File: src/rtl/popcount_window_pkg.sv
// Purpose : shared types and sizing helpers for the popcount window accumulator.
// Latency : n/a (package only).
// Backpressure: n/a (package only).
//
// Contents:
//   state_e   - window controller states (IDLE, ACC, HOLD)
//   cnt_width - width needed to hold DATA_WIDTH*MAX_BEATS without overflow;
//               parents use it to size wires attached to out_count_o.
package popcount_window_pkg;

  typedef enum logic [1:0] {
    IDLE = 2'd0,
    ACC  = 2'd1,
    HOLD = 2'd2
  } state_e;

  function automatic int unsigned cnt_width(input int unsigned data_width,
                                            input int unsigned max_beats);
    return $clog2(data_width * max_beats + 1);
  endfunction

endpackage

File: src/rtl/popcount.sv
// Purpose : combinational Hamming weight of one INPUT_WIDTH-bit word.
// Latency : 0 cycles (pure combinational).
// Backpressure: none (no handshake).
//
// Ports:
//   data_i  [INPUT_WIDTH-1:0]        word to count
//   count_o [$clog2(INPUT_WIDTH):0]  number of set bits in data_i
module popcount #(
  parameter  int unsigned INPUT_WIDTH = 2,
  localparam int unsigned OUT_WIDTH   = $clog2(INPUT_WIDTH) + 1
) (
  input  logic [INPUT_WIDTH-1:0] data_i,
  output logic [OUT_WIDTH-1:0]   count_o
);

  // A linear sum is written here; synthesis rebalances it into an adder tree.
  always_comb begin
    count_o = '0;
    for (int i = 0; i < int'(INPUT_WIDTH); i++) begin
      count_o = count_o + OUT_WIDTH'(data_i[i]);
    end
  end

endmodule

File: src/rtl/popcount_window_acc.sv
// Purpose : sums per-beat popcounts over a window closed by in_last_i or MAX_BEATS beats.
// Latency : closing beat accepted in cycle t -> out_valid_o in t+1 (t+2 with the pipe stage).
// Backpressure: in_ready_o drops while a result is held (and while clear_i or a closing beat sits in the pipe).
//
// Optional build macro: POPCOUNT_WINDOW_ACC_PIPE_EN inserts a register stage
// (popcount, close flag, last flag, valid) between the popcount and the accumulator.
//
// Ports:
//   clk_i, rst_ni                       clock, asynchronous active-low reset
//   clear_i                             synchronous abort of window and held result
//   in_valid_i/in_ready_o/in_data_i/in_last_i   input beat handshake
//   out_valid_o/out_ready_i             result handshake
//   out_count_o                         total ones in the window
//   out_beats_o                         accepted beats in the window
//   out_last_o                          1 = closed by in_last_i, 0 = closed by MAX_BEATS
module popcount_window_acc
  import popcount_window_pkg::*;
#(
  parameter  int unsigned DATA_WIDTH = 64,
  parameter  int unsigned MAX_BEATS  = 256,
  localparam int unsigned CNT_WIDTH  = cnt_width(DATA_WIDTH, MAX_BEATS),
  localparam int unsigned BEAT_WIDTH = $clog2(MAX_BEATS + 1)
) (
  input  logic                  clk_i,
  input  logic                  rst_ni,
  input  logic                  clear_i,
  input  logic                  in_valid_i,
  output logic                  in_ready_o,
  input  logic [DATA_WIDTH-1:0] in_data_i,
  input  logic                  in_last_i,
  output logic                  out_valid_o,
  input  logic                  out_ready_i,
  output logic [CNT_WIDTH-1:0]  out_count_o,
  output logic [BEAT_WIDTH-1:0] out_beats_o,
  output logic                  out_last_o
);

  localparam int unsigned PC_WIDTH = $clog2(DATA_WIDTH) + 1;

  logic [PC_WIDTH-1:0] pc;

  popcount #(
    .INPUT_WIDTH (DATA_WIDTH)
  ) u_popcount (
    .data_i  (in_data_i),
    .count_o (pc)
  );

  state_e                state_q, state_d;
  logic [CNT_WIDTH-1:0]  acc_q, acc_d;
  logic [BEAT_WIDTH-1:0] beats_q, beats_d;
  logic [CNT_WIDTH-1:0]  out_count_q, out_count_d;
  logic [BEAT_WIDTH-1:0] out_beats_q, out_beats_d;
  logic                  out_last_q, out_last_d;

  logic                  in_ready;
  logic                  accept;
  logic                  pipe_block;
  logic [BEAT_WIDTH-1:0] beats_inc;
  logic                  beat_closes;

  // Back-end view of a beat: the beat that is added to the accumulator this
  // cycle. Without the pipe stage it is the beat being accepted; with it, the
  // beat accepted one cycle earlier.
  logic                  bk_vld;
  logic [CNT_WIDTH-1:0]  bk_cnt;
  logic                  bk_close;
  logic                  bk_last;
  logic [BEAT_WIDTH-1:0] bk_beats;

  // beats_q counts accepted beats at the input side, so the MAX_BEATS close
  // is decided on the accepting edge in both builds.
  assign beats_inc   = beats_q + BEAT_WIDTH'(1);
  assign beat_closes = in_last_i || (beats_inc == BEAT_WIDTH'(MAX_BEATS));
  assign accept      = in_valid_i && in_ready;

`ifdef POPCOUNT_WINDOW_ACC_PIPE_EN
  logic                p_vld_q, p_vld_d;
  logic [PC_WIDTH-1:0] p_cnt_q, p_cnt_d;
  logic                p_close_q, p_close_d;
  logic                p_last_q, p_last_d;

  always_comb begin
    p_vld_d   = accept;
    p_cnt_d   = pc;
    p_close_d = accept && beat_closes;
    p_last_d  = in_last_i;
    if (clear_i) begin
      p_vld_d   = 1'b0;
      p_close_d = 1'b0;
      p_last_d  = 1'b0;
    end
  end

  always_ff @(posedge clk_i or negedge rst_ni) begin
    if (!rst_ni) begin
      p_vld_q   <= 1'b0;
      p_cnt_q   <= '0;
      p_close_q <= 1'b0;
      p_last_q  <= 1'b0;
    end else begin
      p_vld_q   <= p_vld_d;
      p_cnt_q   <= p_cnt_d;
      p_close_q <= p_close_d;
      p_last_q  <= p_last_d;
    end
  end

  // A closing beat in the pipe must not be followed by the next window's
  // first beat before the result has been loaded.
  assign pipe_block = p_vld_q && p_close_q;
  assign bk_vld     = p_vld_q;
  assign bk_cnt     = CNT_WIDTH'(p_cnt_q);
  assign bk_close   = p_close_q;
  assign bk_last    = p_last_q;
  // beats_q already includes the closing beat (it was counted when accepted).
  assign bk_beats   = beats_q;
`else
  assign pipe_block = 1'b0;
  assign bk_vld     = accept;
  assign bk_cnt     = CNT_WIDTH'(pc);
  assign bk_close   = beat_closes;
  assign bk_last    = in_last_i;
  assign bk_beats   = beats_inc;
`endif

  // Ready is independent of in_valid_i; clear_i blocks acceptance outright.
  assign in_ready = (state_q != HOLD) && !pipe_block && !clear_i;

  // Next-state logic.
  always_comb begin
    state_d = state_q;
    unique case (state_q)
      IDLE, ACC: begin
        if (bk_vld && bk_close) begin
          state_d = HOLD;
        end else if (accept) begin
          state_d = ACC;
        end
      end
      HOLD: begin
        if (out_ready_i) begin
          state_d = IDLE;
        end
      end
      default: state_d = IDLE;
    endcase
    if (clear_i) begin
      state_d = IDLE;
    end
  end

  // Accumulator, beat counter and result registers.
  always_comb begin
    acc_d       = acc_q;
    beats_d     = beats_q;
    out_count_d = out_count_q;
    out_beats_d = out_beats_q;
    out_last_d  = out_last_q;

    if (accept) begin
      beats_d = beats_inc;
    end
    if (bk_vld) begin
      acc_d = acc_q + bk_cnt;
    end
    if (bk_vld && bk_close) begin
      out_count_d = acc_q + bk_cnt;
      out_beats_d = bk_beats;
      out_last_d  = bk_last;
      acc_d       = '0;
      beats_d     = '0;
    end

    if (clear_i) begin
      acc_d       = '0;
      beats_d     = '0;
      out_count_d = '0;
      out_beats_d = '0;
      out_last_d  = 1'b0;
    end
  end

  always_ff @(posedge clk_i or negedge rst_ni) begin
    if (!rst_ni) begin
      state_q     <= IDLE;
      acc_q       <= '0;
      beats_q     <= '0;
      out_count_q <= '0;
      out_beats_q <= '0;
      out_last_q  <= 1'b0;
    end else begin
      state_q     <= state_d;
      acc_q       <= acc_d;
      beats_q     <= beats_d;
      out_count_q <= out_count_d;
      out_beats_q <= out_beats_d;
      out_last_q  <= out_last_d;
    end
  end

  assign in_ready_o  = in_ready;
  assign out_valid_o = (state_q == HOLD);
  assign out_count_o = out_count_q;
  assign out_beats_o = out_beats_q;
  assign out_last_o  = out_last_q;

endmodule
File: config.mk
export PLATFORM = sky130hd
export DESIGN_NAME = popcount_window_acc
export DESIGN_NICKNAME = d
export VERILOG_FILES = /design/src/rtl/popcount_window_pkg.sv /design/src/rtl/popcount.sv /design/src/rtl/popcount_window_acc.sv
export SDC_FILE = /design/constraint.sdc
export NUM_CORES = 1
export LEC_CHECK = 0
export CORE_AREA = 2 2 172 107
export CTS_BUF_LIST = sky130_fd_sc_hd__clkbuf_4 sky130_fd_sc_hd__clkbuf_8
export DETAILED_ROUTE_END_ITERATION = 7
export DIE_AREA = 0 0 174 109
export SLEW_MARGIN = 20
export SYNTH_ARGS = -nofsm -noshare
export SYNTH_HDL_FRONTEND = slang
export SYNTH_SLANG_ARGS = --single-unit
File: constraint.sdc
create_clock -name clk_i -period 2.86 [get_ports clk_i]
set_clock_uncertainty 0.2 [all_clocks]
set_input_delay 0.715 -clock clk_i [delete_from_list [all_inputs] [get_ports clk_i]]
set_output_delay 0.715 -clock clk_i [all_outputs]
set_load 0.05 [all_outputs]
==> results by group <==
Synthesis
  – Multiplexer share of the synthesized area: 0.00897
  – Area leader, netlist: dfrtp_1
  – Top cells by count, synth: inv_1, fa_1, dfrtp_1
  – Simple-gate share of the synthesized area: 0.130
  – EDFF count, synth: 0
  – Synthesized instance count: 483
  – Synth area leaders: dfrtp_1, fa_1, inv_1
  – Syn. warnings: 0
  – Adder-cell share of the synthesized area: 0.310
  – Synth Area in Compound Gates: 0.139
  – Netlist cell types: 54
  – Syn nets: between 600 and 700
  – Yosys reg bits: between 50 and 60
  – Asr flop ratio synth: 1.00
  – Syn Area/Cell: ~9.5 um2
  – Register area share after synthesis: 0.277
  – Synthesized area: 0.00460 mm2
  – Cell with the most instances after synthesis: inv_1
  – Synth top area share: 0.277
  – Largest family of logic cells by synthesized area: adder cells
  – Area share of xor/xnor cells in the synthesized design: 0.0343
  – Top_reg_cell synth: dfrtp_1

Floorplanning
  – Initial Utilization: 0.263
  – Row cnt: 38
  – Die area: 0.0190 mm2
  – # IOs: 97
  – Die Y: 109 um
  – Die W: about 170 um
  – Core area: about 0.017 mm2

Final layout
  – Synth-to-Final Area Change: 46.7%
  – Fin nets: 776
  – Final Cell Area: slightly below 0.007 mm2
  – Antenna diodes: 0
  – Final std cells w/o fill: around 870
  – Share of cells above drive strength 1: 0.254

STA
  – Slew @ Worst Pin: 0.601 ns
  – Setup violators final: 30
  – Setup_tns: -130.97 ns
  – Hold Vio Cnt, Final: 0
  – Final worst slack: -4.74 ns
  – Slew headroom: 0.599
  – Final Max Slew Viols: 0
  – Final Critical Period: roughly 7.6 ns
  – Achievable Freq: ~130 MHz
  – Fin Hold WS: 0.187 ns
  – Period utilisation layout: 2.66
  – RSZ-0062 raised after global routing: true

GRT
  – Initial antenna violation count: 0
  – Gr ovfl total: 0
  – Vias in the first global route: slightly below 4,000
  – Gr usage total: 0.136
  – Global-route wire length before repair: between 20,000 and 25,000 um
  – Maximum number of pins on one net before global-route repair: 39

Route
  – Routed wire per std cell: 14.4 um
  – DRC: 0
  – Pre-Repair DR Iteration Count: 4
  – Total Wirelength: around 12,000 um
  – Vias per std cell: approximately 4.4
  – Post-route ant nets: 0
  – Via Count: between 3,000 and 4,000
  – 1st-iter DRT viols: about 150

Critical path
  – Crit-path slowest cell: fa_2
  – Crit path launch type: input pin
  – Max FO, Critical Path: 5
  – Critical Path RT: approximately 2.9 ns
  – CP arrival: 7.60 ns
  – CP Depth: 23
  – CP Buf/Inv Count: 5
  – Slowest cell delay on critical path: about 0.55 ns
  – Critical-path cell list: buf_6 -> ha_4 -> inv_2 -> fa_1 -> fa_1 -> fa_1 -> fa_2 -> fa_2 -> fa_1 -> fa_2 -> fa_1 -> fa_2 -> fa_2 -> buf_4 -> buf_6 -> xnor2_4 -> ha_4 -> nor2b_4 -> o31a_1 -> buf_4 -> o2111ai_4 -> and2_4 -> a221o_1
  – CP top delay family: adder cells
  – CP Capture Type: flip-flop
  – R2R depth: 6
  – Crit Path Class: in2reg
  – Setup slack, reg-to-reg: about 0.19 ns

Outcome
  – Status: complete, but fails checks
  – Violated checks: setup timing

Place
  – GP Congestion: approximately 0.93
  – Port Buf Inserts: 96
  – Placed Instances: about 850
  – Placed cell areas: 0.00619 mm2
  – Final HPWL DP: 9860 um

Run
  – Max cap viols: 0

Clock tree
  – Sink Count: 51
  – H-tree Lvls: 2
  – CTS tree: done
  – Hold buffer count at cts: 0
  – Clk Latency, worst-skew pair: about 0.32 ns
  – Num CTS Buffers: 5
  – Root Driver: clkbuf_8
  – Clock Path Buffers: 2
  – Clk slew on worst S/H paths: approximately 0.10 ns

Worst hold path
  – Hold WC Path Type: in2async
-- layout make-up --
type	instances	area [um2]
flip-flops and latches	51	1280
clock inverters	1	7.51
repair buffers	149	1390
clock buffers	7	96.3
multi-input cells	315	3290
inverters	103	392
well taps	240	300
fillers	1748	10700
-- registers in the layout, summed over array words and instances, names as in the netlist --
signal and flops:
out_beats_o 9, beats_q 9, acc_q 15, out_last_o 1, out_count_o 15, state_q 2
-- path summary, 6_finish.rpt --
path / from / end
hold / removal: rst_ni / state_q[0]
setup / recovery: in_data_i[0] / acc_q[14]
setup reg to reg: beats_q[6] / state_q[1]
hold reg to reg: state_q[1] / state_q[0]
min in group clk_i: state_q[1] / state_q[0]
max in group asynchronous: rst_ni / out_count_o[2]
-- metal layers --
metal  global-route usage  vias up  share of wire
li1                     -     1858              -
met1                0.207     1837           0.50
met2                0.191       92           0.42
met3               0.0408       12          0.070
met4               0.0240        0         0.0066
met5                    0        -              0
-- worst register-to-register path: stages (launching register included) --
cell     delay, ns
dfrtp_1       0.44
or4b_4        0.55
o41ai_4       0.46
nand2_1       0.33
buf_4         0.26
o32a_1        0.28
nor2_1        0.08
-- logic make-up after synthesis --
| kind of cell | Yosys count |
|---|---|
| muxes | 4 |
| AOI/OAI and AO/OA | 90 |
| buffers and inverters | 117 |
| DFF | 51 |
| xor gates and xnor gates | 18 |
| and+or+nand+nor | 122 |
| adders and majority gates | 81 |
-- through the flow --
stage / util / setup WS, ns
floorplan: - / -4.69
global placement: 0.354 / -5.34
detailed placement: 0.354 / -5.45
CTS: 0.379 / -4.73
global route: 0.386 / -4.95
finish: 0.386 / -4.74
-- layout by cell type, fill, tap and decap left out, types with 4 or more instances in the layout --
cell / instances
a21oi_1: 15
a31oi_1: 9
buf_6: 15
inv_2: 18
nand2_1: 27
fa_1: 43
a211oi_2: 4
clkdlybuf4s50_1: 63
ha_4: 6
dlygate4sd2_1: 13
o21ai_0: 4
buf_2: 7
nor2_1: 40
fa_2: 12
inv_1: 83
a21oi_2: 5
clkdlybuf4s15_1: 8
xnor2_1: 7
or4_1: 4
nand3_1: 8
xor2_1: 5
dfrtp_1: 51
nand2b_1: 5
buf_4: 40
o211ai_1: 6
ha_1: 19
a211oi_1: 12
clkbuf_8: 7
-- timing repair --
item / in CTS / in global routing
buffers inserted: 12 / 3
resized for setup: 138 / 26
setup endpoints to repair: 30 / 30
pin swaps: 64 / 42
Power is not shown: default switching activity piles up to over one toggle a cycle in this logic, so the estimate is an artifact.
